<file path="src/rtl/breakout_pkg.sv">
// Shared definitions for the breakout host-link path: word format, sync pattern,
// deframer states and the link status encoding derived from lock and sync errors.
package breakout_pkg;

    localparam int WORD_W     = 12;
    localparam int IDX_W      = 3;
    localparam int SYNC_ERR_W = 8;
    localparam logic [WORD_W-1:0] SYNC_WORD = 12'h100;

    typedef enum logic [1:0] {
        HUNT   = 2'd0,
        VERIFY = 2'd1,
        LOCKED = 2'd2
    } deframer_state_t;

    typedef enum logic [1:0] {
        LINK_DOWN    = 2'd0,
        LINK_CLEAN   = 2'd1,
        LINK_ERRORED = 2'd2
    } link_status_t;

    function automatic link_status_t link_status_of(input logic locked,
                                                    input logic [SYNC_ERR_W-1:0] sync_err);
        if (!locked) begin
            return LINK_DOWN;
        end
        return (sync_err == '0) ? LINK_CLEAN : LINK_ERRORED;
    endfunction

endpackage

</file>
<file path="src/rtl/bit_word_shifter.sv">
// Serial-to-word shifter: MSB-first assembly with a word-boundary counter held at zero while hunting.
// Strobes are combinational off the current bit (0 clk); no backpressure, input qualified by bit_en only.
module bit_word_shifter
    import breakout_pkg::*;
(
    input  logic              clk_i,
    input  logic              reset_i,
    input  logic              bit_en_i,
    input  logic              sdata_i,
    input  logic              hunt_i,
    output logic [WORD_W-1:0] next_word_o,
    output logic              word_done_o
);

    logic [WORD_W-1:0] sr_q, sr_d;
    logic [3:0]        bit_cnt_q, bit_cnt_d;

    assign next_word_o = {sr_q[WORD_W-2:0], sdata_i};
    assign word_done_o = bit_en_i && !hunt_i && (bit_cnt_q == 4'(WORD_W - 1));

    always_comb begin
        sr_d      = sr_q;
        bit_cnt_d = bit_cnt_q;
        if (bit_en_i) begin
            sr_d = next_word_o;
            // While hunting the boundary is wherever the sync lands, so keep the count parked.
            if (hunt_i || word_done_o) begin
                bit_cnt_d = '0;
            end else begin
                bit_cnt_d = bit_cnt_q + 4'd1;
            end
        end
    end

    always_ff @(posedge clk_i) begin
        if (reset_i) begin
            sr_q      <= '0;
            bit_cnt_q <= '0;
        end else begin
            sr_q      <= sr_d;
            bit_cnt_q <= bit_cnt_d;
        end
    end

endmodule

</file>
<file path="src/rtl/lvds_word_deframer.sv">
// Host-link word deframer: hunt/verify/lock on the sync word, emit indexed data words plus lock/error status.
// Outputs registered, 1 clk after the completing bit; no backpressure, one bit accepted per bit_en.
module lvds_word_deframer
    import breakout_pkg::*;
#(
    parameter int DATA_WORDS = 4,
    parameter int LOCK_SYNCS = 2,
    parameter int MISS_MAX   = 3
) (
    input  logic                  clk,
    input  logic                  reset,
    input  logic                  bit_en,
    input  logic                  sdata,
    output logic [WORD_W-1:0]     word_data,
    output logic                  word_valid,
    output logic [IDX_W-1:0]      word_idx,
    output logic                  frame_start,
    output logic                  locked,
    output logic [SYNC_ERR_W-1:0] sync_err
);

    localparam int SLOT_W = $clog2(DATA_WORDS + 1);
    localparam int OK_W   = $clog2(LOCK_SYNCS + 1);
    localparam int MISS_W = $clog2(MISS_MAX + 1);

    deframer_state_t       state_q, state_d;
    logic [SLOT_W-1:0]     slot_q, slot_d;
    logic [OK_W-1:0]       sync_ok_q, sync_ok_d;
    logic [MISS_W-1:0]     miss_q, miss_d;
    logic [WORD_W-1:0]     word_data_q, word_data_d;
    logic [IDX_W-1:0]      word_idx_q, word_idx_d;
    logic                  word_valid_q, word_valid_d;
    logic                  frame_start_q, frame_start_d;
    logic                  locked_q, locked_d;
    logic [SYNC_ERR_W-1:0] sync_err_q, sync_err_d;

    logic [WORD_W-1:0] next_word;
    logic              word_done;
    logic              sync_hit;

    bit_word_shifter u_shifter (
        .clk_i       (clk),
        .reset_i     (reset),
        .bit_en_i    (bit_en),
        .sdata_i     (sdata),
        .hunt_i      (state_q == HUNT),
        .next_word_o (next_word),
        .word_done_o (word_done)
    );

    assign sync_hit = (next_word == SYNC_WORD);

    always_comb begin
        state_d       = state_q;
        slot_d        = slot_q;
        sync_ok_d     = sync_ok_q;
        miss_d        = miss_q;
        word_data_d   = word_data_q;
        word_idx_d    = word_idx_q;
        word_valid_d  = 1'b0;
        frame_start_d = 1'b0;
        locked_d      = locked_q;
        sync_err_d    = sync_err_q;

        case (state_q)
            HUNT: begin
                if (bit_en && sync_hit) begin
                    slot_d    = SLOT_W'(1);
                    sync_ok_d = OK_W'(1);
                    miss_d    = '0;
                    if (LOCK_SYNCS == 1) begin
                        state_d       = LOCKED;
                        locked_d      = 1'b1;
                        frame_start_d = 1'b1;
                    end else begin
                        state_d = VERIFY;
                    end
                end
            end
            default: begin
                if (word_done) begin
                    slot_d = (slot_q == SLOT_W'(DATA_WORDS)) ? '0 : slot_q + SLOT_W'(1);
                    if (slot_q == '0) begin
                        if (state_q == VERIFY) begin
                            if (sync_hit) begin
                                sync_ok_d = sync_ok_q + OK_W'(1);
                                if (sync_ok_q == OK_W'(LOCK_SYNCS - 1)) begin
                                    state_d       = LOCKED;
                                    locked_d      = 1'b1;
                                    frame_start_d = 1'b1;
                                end
                            end else begin
                                state_d   = HUNT;
                                sync_ok_d = '0;
                                slot_d    = '0;
                            end
                        end else if (sync_hit) begin
                            miss_d        = '0;
                            frame_start_d = 1'b1;
                        end else begin
                            if (sync_err_q != '1) begin
                                sync_err_d = sync_err_q + SYNC_ERR_W'(1);
                            end
                            // Flywheel through isolated misses; only a run of them drops alignment.
                            if (miss_q == MISS_W'(MISS_MAX - 1)) begin
                                state_d  = HUNT;
                                locked_d = 1'b0;
                                miss_d   = '0;
                                slot_d   = '0;
                            end else begin
                                miss_d = miss_q + MISS_W'(1);
                            end
                        end
                    end else if (state_q == LOCKED) begin
                        word_valid_d = 1'b1;
                        word_data_d  = next_word;
                        word_idx_d   = IDX_W'(slot_q - SLOT_W'(1));
                    end
                end
            end
        endcase
    end

    always_ff @(posedge clk) begin
        if (reset) begin
            state_q       <= HUNT;
            slot_q        <= '0;
            sync_ok_q     <= '0;
            miss_q        <= '0;
            word_data_q   <= '0;
            word_idx_q    <= '0;
            word_valid_q  <= 1'b0;
            frame_start_q <= 1'b0;
            locked_q      <= 1'b0;
            sync_err_q    <= '0;
        end else begin
            state_q       <= state_d;
            slot_q        <= slot_d;
            sync_ok_q     <= sync_ok_d;
            miss_q        <= miss_d;
            word_data_q   <= word_data_d;
            word_idx_q    <= word_idx_d;
            word_valid_q  <= word_valid_d;
            frame_start_q <= frame_start_d;
            locked_q      <= locked_d;
            sync_err_q    <= sync_err_d;
        end
    end

    assign word_data   = word_data_q;
    assign word_idx    = word_idx_q;
    assign word_valid  = word_valid_q;
    assign frame_start = frame_start_q;
    assign locked      = locked_q;
    assign sync_err    = sync_err_q;

endmodule

</file>
<file path="config.mk">
export PLATFORM = sky130hd
export DESIGN_NAME = lvds_word_deframer
export DESIGN_NICKNAME = d
export VERILOG_FILES = /design/src/rtl/breakout_pkg.sv /design/src/rtl/bit_word_shifter.sv /design/src/rtl/lvds_word_deframer.sv
export SDC_FILE = /design/constraint.sdc
export NUM_CORES = 1
export LEC_CHECK = 0
export ABC_AREA = 1
export BUFFER_PORTS_ARGS = -buffer_cell sky130_fd_sc_hd__buf_2
export CAP_MARGIN = 20
export CORE_ASPECT_RATIO = 1.75
export CORE_UTILIZATION = 35
export DETAILED_ROUTE_END_ITERATION = 8
export SLEW_MARGIN = 10
export SYNTH_ARGS = -nofsm -noshare
export SYNTH_HDL_FRONTEND = slang
export SYNTH_HIERARCHICAL = 1
export SYNTH_SLANG_ARGS = --single-unit
</file>
<file path="constraint.sdc">
create_clock -name clk -period 2.8 [get_ports clk]
set_input_delay 0.56 -clock clk [delete_from_list [all_inputs] [get_ports clk]]
set_output_delay 0.56 -clock clk [all_outputs]
set_load 0.01 [all_outputs]
</file>
# Word-level counts from Yosys, hierarchy flattened
# Index checks and enable logic that the tools add are counted.
[classes]
add_sub_neg = 6
mul = 0
div = 0
magnitude_cmp = 0
n_eq_ne = 15
n_shift = 0
muxes = 41
n_bitwise = 5
n_reduce_logical = 21
[ops]
columns = ["operator", "count"]
rows = [
  ["2-to-1 mux 2 bit", 21],
  ["2-to-1 mux 3 bit", 9],
  ["== test 12 x 9 -> 1 bit (second input constant)", 1],
  ["AND reduction 4 bit", 3],
  ["AND reduction 6 bit", 2],
  ["2-to-1 mux 1 bit", 10],
  ["adder 8 x 1 -> 8 bit (second input constant)", 1],
  ["inequality test 8 bit (second input constant)", 1],
  ["nonzero test 2 bit", 4],
  ["OR reduction 4 bit", 2],
  ["AND reduction 7 bit", 1],
  ["inequality test 2 x 1 -> 1 bit (second input constant)", 3],
  ["inequality test 3 x 1 -> 1 bit (second input constant)", 2],
  ["inverter 1 bit", 5],
  ["adder 2 x 1 -> 2 bit (second input constant)", 2],
  ["adder 4 x 1 -> 4 bit (second input constant)", 1],
  ["== test 2 x 1 -> 1 bit (second input constant)", 2],
  ["== test 2 bit (second input constant)", 2],
  ["== test 4 bit (second input constant)", 1],
  ["2-to-1 mux 4 bit", 1],
  ["inequality test 2 bit (second input constant)", 2],
  ["adder 3 x 1 -> 3 bit (second input constant)", 1],
  ["== test 3 bit (second input constant)", 1],
  ["logical AND 1 bit", 3],
  ["other kinds (7)", 7],
]
[word_totals]
ff_bits = 50
latch_bits = 0
ramBits = 0
rom_bits = 0
in_bits = 4
output_inout_bits = 26
wordCells = 100
mem_count = 0

# Depth between registers and ports, before layout
[depth]
depth_word = 8
ltp_mapped = 14
ltp_nobuf = 14

# By module
# The synthesis kept the hierarchy.
[by_module_without_submodules]
columns = ["module", "instances", "cells_per_inst", "area_per_inst_um2", "seq_area_each_um2"]
rows = [
  ["lvds_word_deframer", 1, 244, 1709.1, 700.7],
  ["bit_word_shifter", 1, 77, 643.1, 300.3],
]

# Worst setup path after synthesis
# OpenSTA, ideal clock, no wires.
[synth_path]
path_kind = "input to register"
startpoint = "input port bit_en"
endpoint = "register sync_err_q[6], in the netlist sync_err[6]"
setup_ns = 0.115
arrival_time_ns = 1.614
t_required_ns = 2.685
path_slack_ns = 1.071
stages = 13
path_buffers = 2
cell_sequence = "buf_6 -> nand2_4 -> nor2_2 -> nand2_1 -> inv_1 -> nand2_4 -> nor2_4 -> nand2_2 -> nor2_4 -> buf_6 -> nand3_1 -> nand2_1 -> nor2_1"
[synth_via]
elab_chain_len = 3
[synth_lines]
columns = ["item", "line", "text"]
rows = [
  ["start, declared", "lvds_word_deframer.sv:12", "input logic bit_en,"],
  ["logical AND 1 bit (2 in a row)", "bit_word_shifter.sv:19", "assign word_done_o = bit_en_i && !hunt_i && (bit_cnt_q == 4'(WORD_W - 1));"],
  ["named net word_done", "lvds_word_deframer.sv:38", "logic word_done;"],
  ["AND reduction 6 bit (no source line)", "-", ""],
  ["end signal, assigned", "lvds_word_deframer.sv:146", "sync_err_q <= sync_err_d;"],
  ["end, declared", "lvds_word_deframer.sv:35", "logic [SYNC_ERR_W-1:0] sync_err_q, sync_err_d;"],
]
# The timed path passes the listed nets, and every way through them passes these cells.
# A chain may end at the register's enable or synchronous reset.

# Final worst setup path
[layout_path]
startpoint = "register u_shifter.bit_cnt_q[0]"
endpoint = "register sync_err_q[7], in the netlist sync_err[7]"
[layout_via]
elab_chain_len = 3
[layout_lines]
columns = ["item", "line", "text"]
rows = [
  ["start, declared", "bit_word_shifter.sv:16", "logic [3:0] bit_cnt_q, bit_cnt_d;"],
  ["start signal, assigned", "bit_word_shifter.sv:41", "bit_cnt_q <= bit_cnt_d;"],
  ["== test 4 bit", "bit_word_shifter.sv:19", ""],
  ["logical AND 1 bit", "bit_word_shifter.sv:19", ""],
  ["named net word_done", "lvds_word_deframer.sv:38", ""],
  ["AND reduction 6 bit (no source line)", "-", ""],
]
# The timed path passes the listed nets, and every way through them passes these cells.

==> metrics.csv <==
stage,metric,value,unit
outcome,status,"complete, no violations",
die,die_area,7065,sq um
cts,clock_sinks,50,
drt,wirelength,4968,um
cts,root_buffer,clkbuf_16,
die,core,6490,sq um
final_layout,fillers,682,
global_route,grt_use_total,0.1533,
timing,finalCritPeriodShare,0.6821,
global_route,grt_start_max_net_pins,27,
global_route,antenna_found_initial,0,
final_layout,final_cell_area,2680,sq um
critical_path,slowest_delay,0.39,ns
critical_path,r2r_slack,0.89,ns
synthesis,synth_nets,331,
die,ios,30,
timing,setup_violations,0,
timing,tightest_slew,0.7001,ns
placement,place_congestion,0.8569,
placement,place_area,2529,sq um
synthesis,postSynth.asyncResetShare,0,
critical_path,cp.arrival,2.08,ns
critical_path,endpoint_kind,register,
die,die_w,63.97,um
cts,clock_latency,0.29,ns
synthesis,avgSynthCellArea,7.328,sq um
drt,dr.pass1.iters,4,
critical_path,crit_required,2.97,ns
critical_path,critPathLaunchType,register,
cts,tritoncts,built,
placement,hpwlAfterDp,3598,um
synthesis,syn_inst,321,
pwr,p_per_area,513.4,nW/um^2
cts,cts_buffers,5,
die,start_util,0.3624,
critical_path,crit_fanout,12,
synthesis,yosys_warnings,6,
synthesis,synth_cell_types,28,
synthesis,seq_area_frac_synth,0.4255,
cts,clk_pin_slew,0.07,ns
drt,drt-initial-drc-count,110,
timing,rsz0062_at_grt,false,
synthesis,synth_ff_type,dfxtp_1,
timing,clock_skew,0.006190,ns
critical_path,critPathKind,register to register,
cts,postCtsSetupBuffers,0,
min_path,hold_path_class,register to register,
critical_path,crit_slowest_cell,dfxtp_1,
drt,final_antenna_net_count,0,
final_layout,syn_to_final_growth,13.94,%
die,rows,39,
drt,avgViaCountPerCell,4.719,
cts,h-tree-depth,2,
run,cap_violations,0,
synthesis,syn_area,2352,sq um
global_route,grt_pass1_vias,1881,
cts,cts_max_path_buffers,2,
drt,drc,0,
synthesis,synthTopCellsByArea,"dfxtp_1 (43%), nand2_1 (11%), nor2_1 (9.3%)",
timing,holdWs,0.4796,ns
final_layout,final_nets,358,
timing,fin_setup_tns,0,ns
final_layout,drive_gt1_frac,0.1862,
placement,port_buffers,29,
pwr,total_power,0.001376,W
timing,slew_headroom,0.5328,
critical_path,crit_chain,ha_1 -> nand2_4 -> nor2_2 -> nand2_1 -> inv_1 -> nand2_4 -> nor2_4 -> nand2_2 -> nor2_4 -> inv_1 -> nand2_1 -> a21oi_2,
final_layout,diodes,0,
cts,cts-resized-gates,0,
synthesis,ys_ff_latch,50,
final_layout,fin_util,0.4130,
timing,fmax,0.5236,GHz
timing,final-hold-violation-count,0,
drt,wl_per_cell,11.53,um
timing,layout_min_cycle_time,1.910,ns
synthesis,yosysTopAreaCell,dfxtp_1,
global_route,grt_pass1_wl,8514,um
cts,cts_hold_buf,0,
global_route,grt-ovfl-total,0,
pwr,p_leak,1.177,nW
synthesis,netlist.area_leader.share,0.4255,
synthesis,yosys.cell_count.top_type,nand2_1,
synthesis,synth_edf_count,0,
drt,vias,2034,
timing,finalMaxSlewViolations,0,
synthesis,yosys-top-cells-count,"nand2_1 (69), nor2_1 (58), dfxtp_1 (50)",
die,die_h,110.5,um
pwr,vdd_drop_max,0.2228,mV
==> power breakdown <==
part	leakage, nW	internal [W]	switching (W)	total, W
Clock	0.0729	0.000354	0.000262	0.000616
Sequential	0.403	0.000714	0.00000293	0.000716
Combinational	0.702	0.0000130	0.0000309	0.0000439
==> worst paths after layout <==
path,start,end,cells after the start
worst max-delay path,u_shifter/bit_cnt_q[0]$_SDFFE_PP0P_,sync_err[7]$_SDFFE_PP0P_,12
worst min-delay path,word_data[4]$_SDFFE_PP0P_,word_data[4]$_SDFFE_PP0P_,2
worst max register to register,u_shifter/bit_cnt_q[0]$_SDFFE_PP0P_,sync_err[7]$_SDFFE_PP0P_,12
worst min register to register,word_data[4]$_SDFFE_PP0P_,word_data[4]$_SDFFE_PP0P_,2
==> worst max-delay path: cells and delay by family (launching register included) <==
kind | cells | cell delay, ns
compound gates | 1 | 0.05
simple gates | 8 | 0.82
buf+inv | 2 | 0.29
flops | 1 | 0.39
fa+ha+maj | 1 | 0.24
==> cell type report <==
cell class	instances	area (sq um)	share of cell area
repair buffers	32	167.7	0.06256
well taps	82	102.6	0.03828
flip-flops and latches	50	1001	0.3735
inverters	30	115.1	0.04295
clock buffers	6	138.9	0.05182
clock inverters	2	12.51	0.004669
multi-input cells	229	1142	0.4262
==> flip-flops by register name, summed over array words and instances (netlist names) <==
name                 flops
miss_q                   2
sync_err                 8
locked                   1
word_idx                 3
sync_ok_q                2
frame_start              1
slot_q                   3
word_valid               1
u_shifter/bit_cnt_q      4
state_q                  2
word_data               12
u_shifter/sr_q          11
==> cells in the final DEF, fill, tap and decap left out, types with 4 or more instances in the layout <==
cell / count
inv_2: 4
xor2_1: 5
a21oi_2: 8
nand2_1: 69
ha_1: 6
dfxtp_1: 50
nor2_1: 58
buf_2: 29
nand3_1: 9
o21ai_0: 23
clkbuf_16: 5
nand2_2: 4
nand4_1: 5
a21oi_1: 26
inv_1: 25
==> cells by family (layout without fill, tap and decap cells) <==
family / count (synthesis) / in the layout / share of synthesized area
AO/OA/AOI/OAI: 59 / 59 / 0.1410
XOR/XNOR: 7 / 7 / 0.02606
flip-flops: 50 / 50 / 0.4255
buffers and inverters: 42 / 70 / 0.08883
AND/OR/NAND/NOR: 157 / 157 / 0.2867
adder cells (fa/ha/maj): 6 / 6 / 0.03191
==> layer usage <==
layer  up-vias  global-route usage  share of wire
li1       1075                   -              -
met3         7             0.02479          0.021
met2        24              0.2738           0.52
met5         -                   0              0
met4         0             0.07273          0.021
met1       928              0.1710           0.43
==> per-stage QoR <==
| stage | setup WS, ns | cells |
|---|---|---|
| after floorplan | 1.071 | 321 |
| after global placement | 0.8882 | 423 |
| after detailed placement | 0.8476 | 423 |
| final | 0.8901 | 431 |
| after global routing | 0.6585 | 431 |
| after CTS | 0.8893 | 431 |
Power figures use the tool's default switching activity.
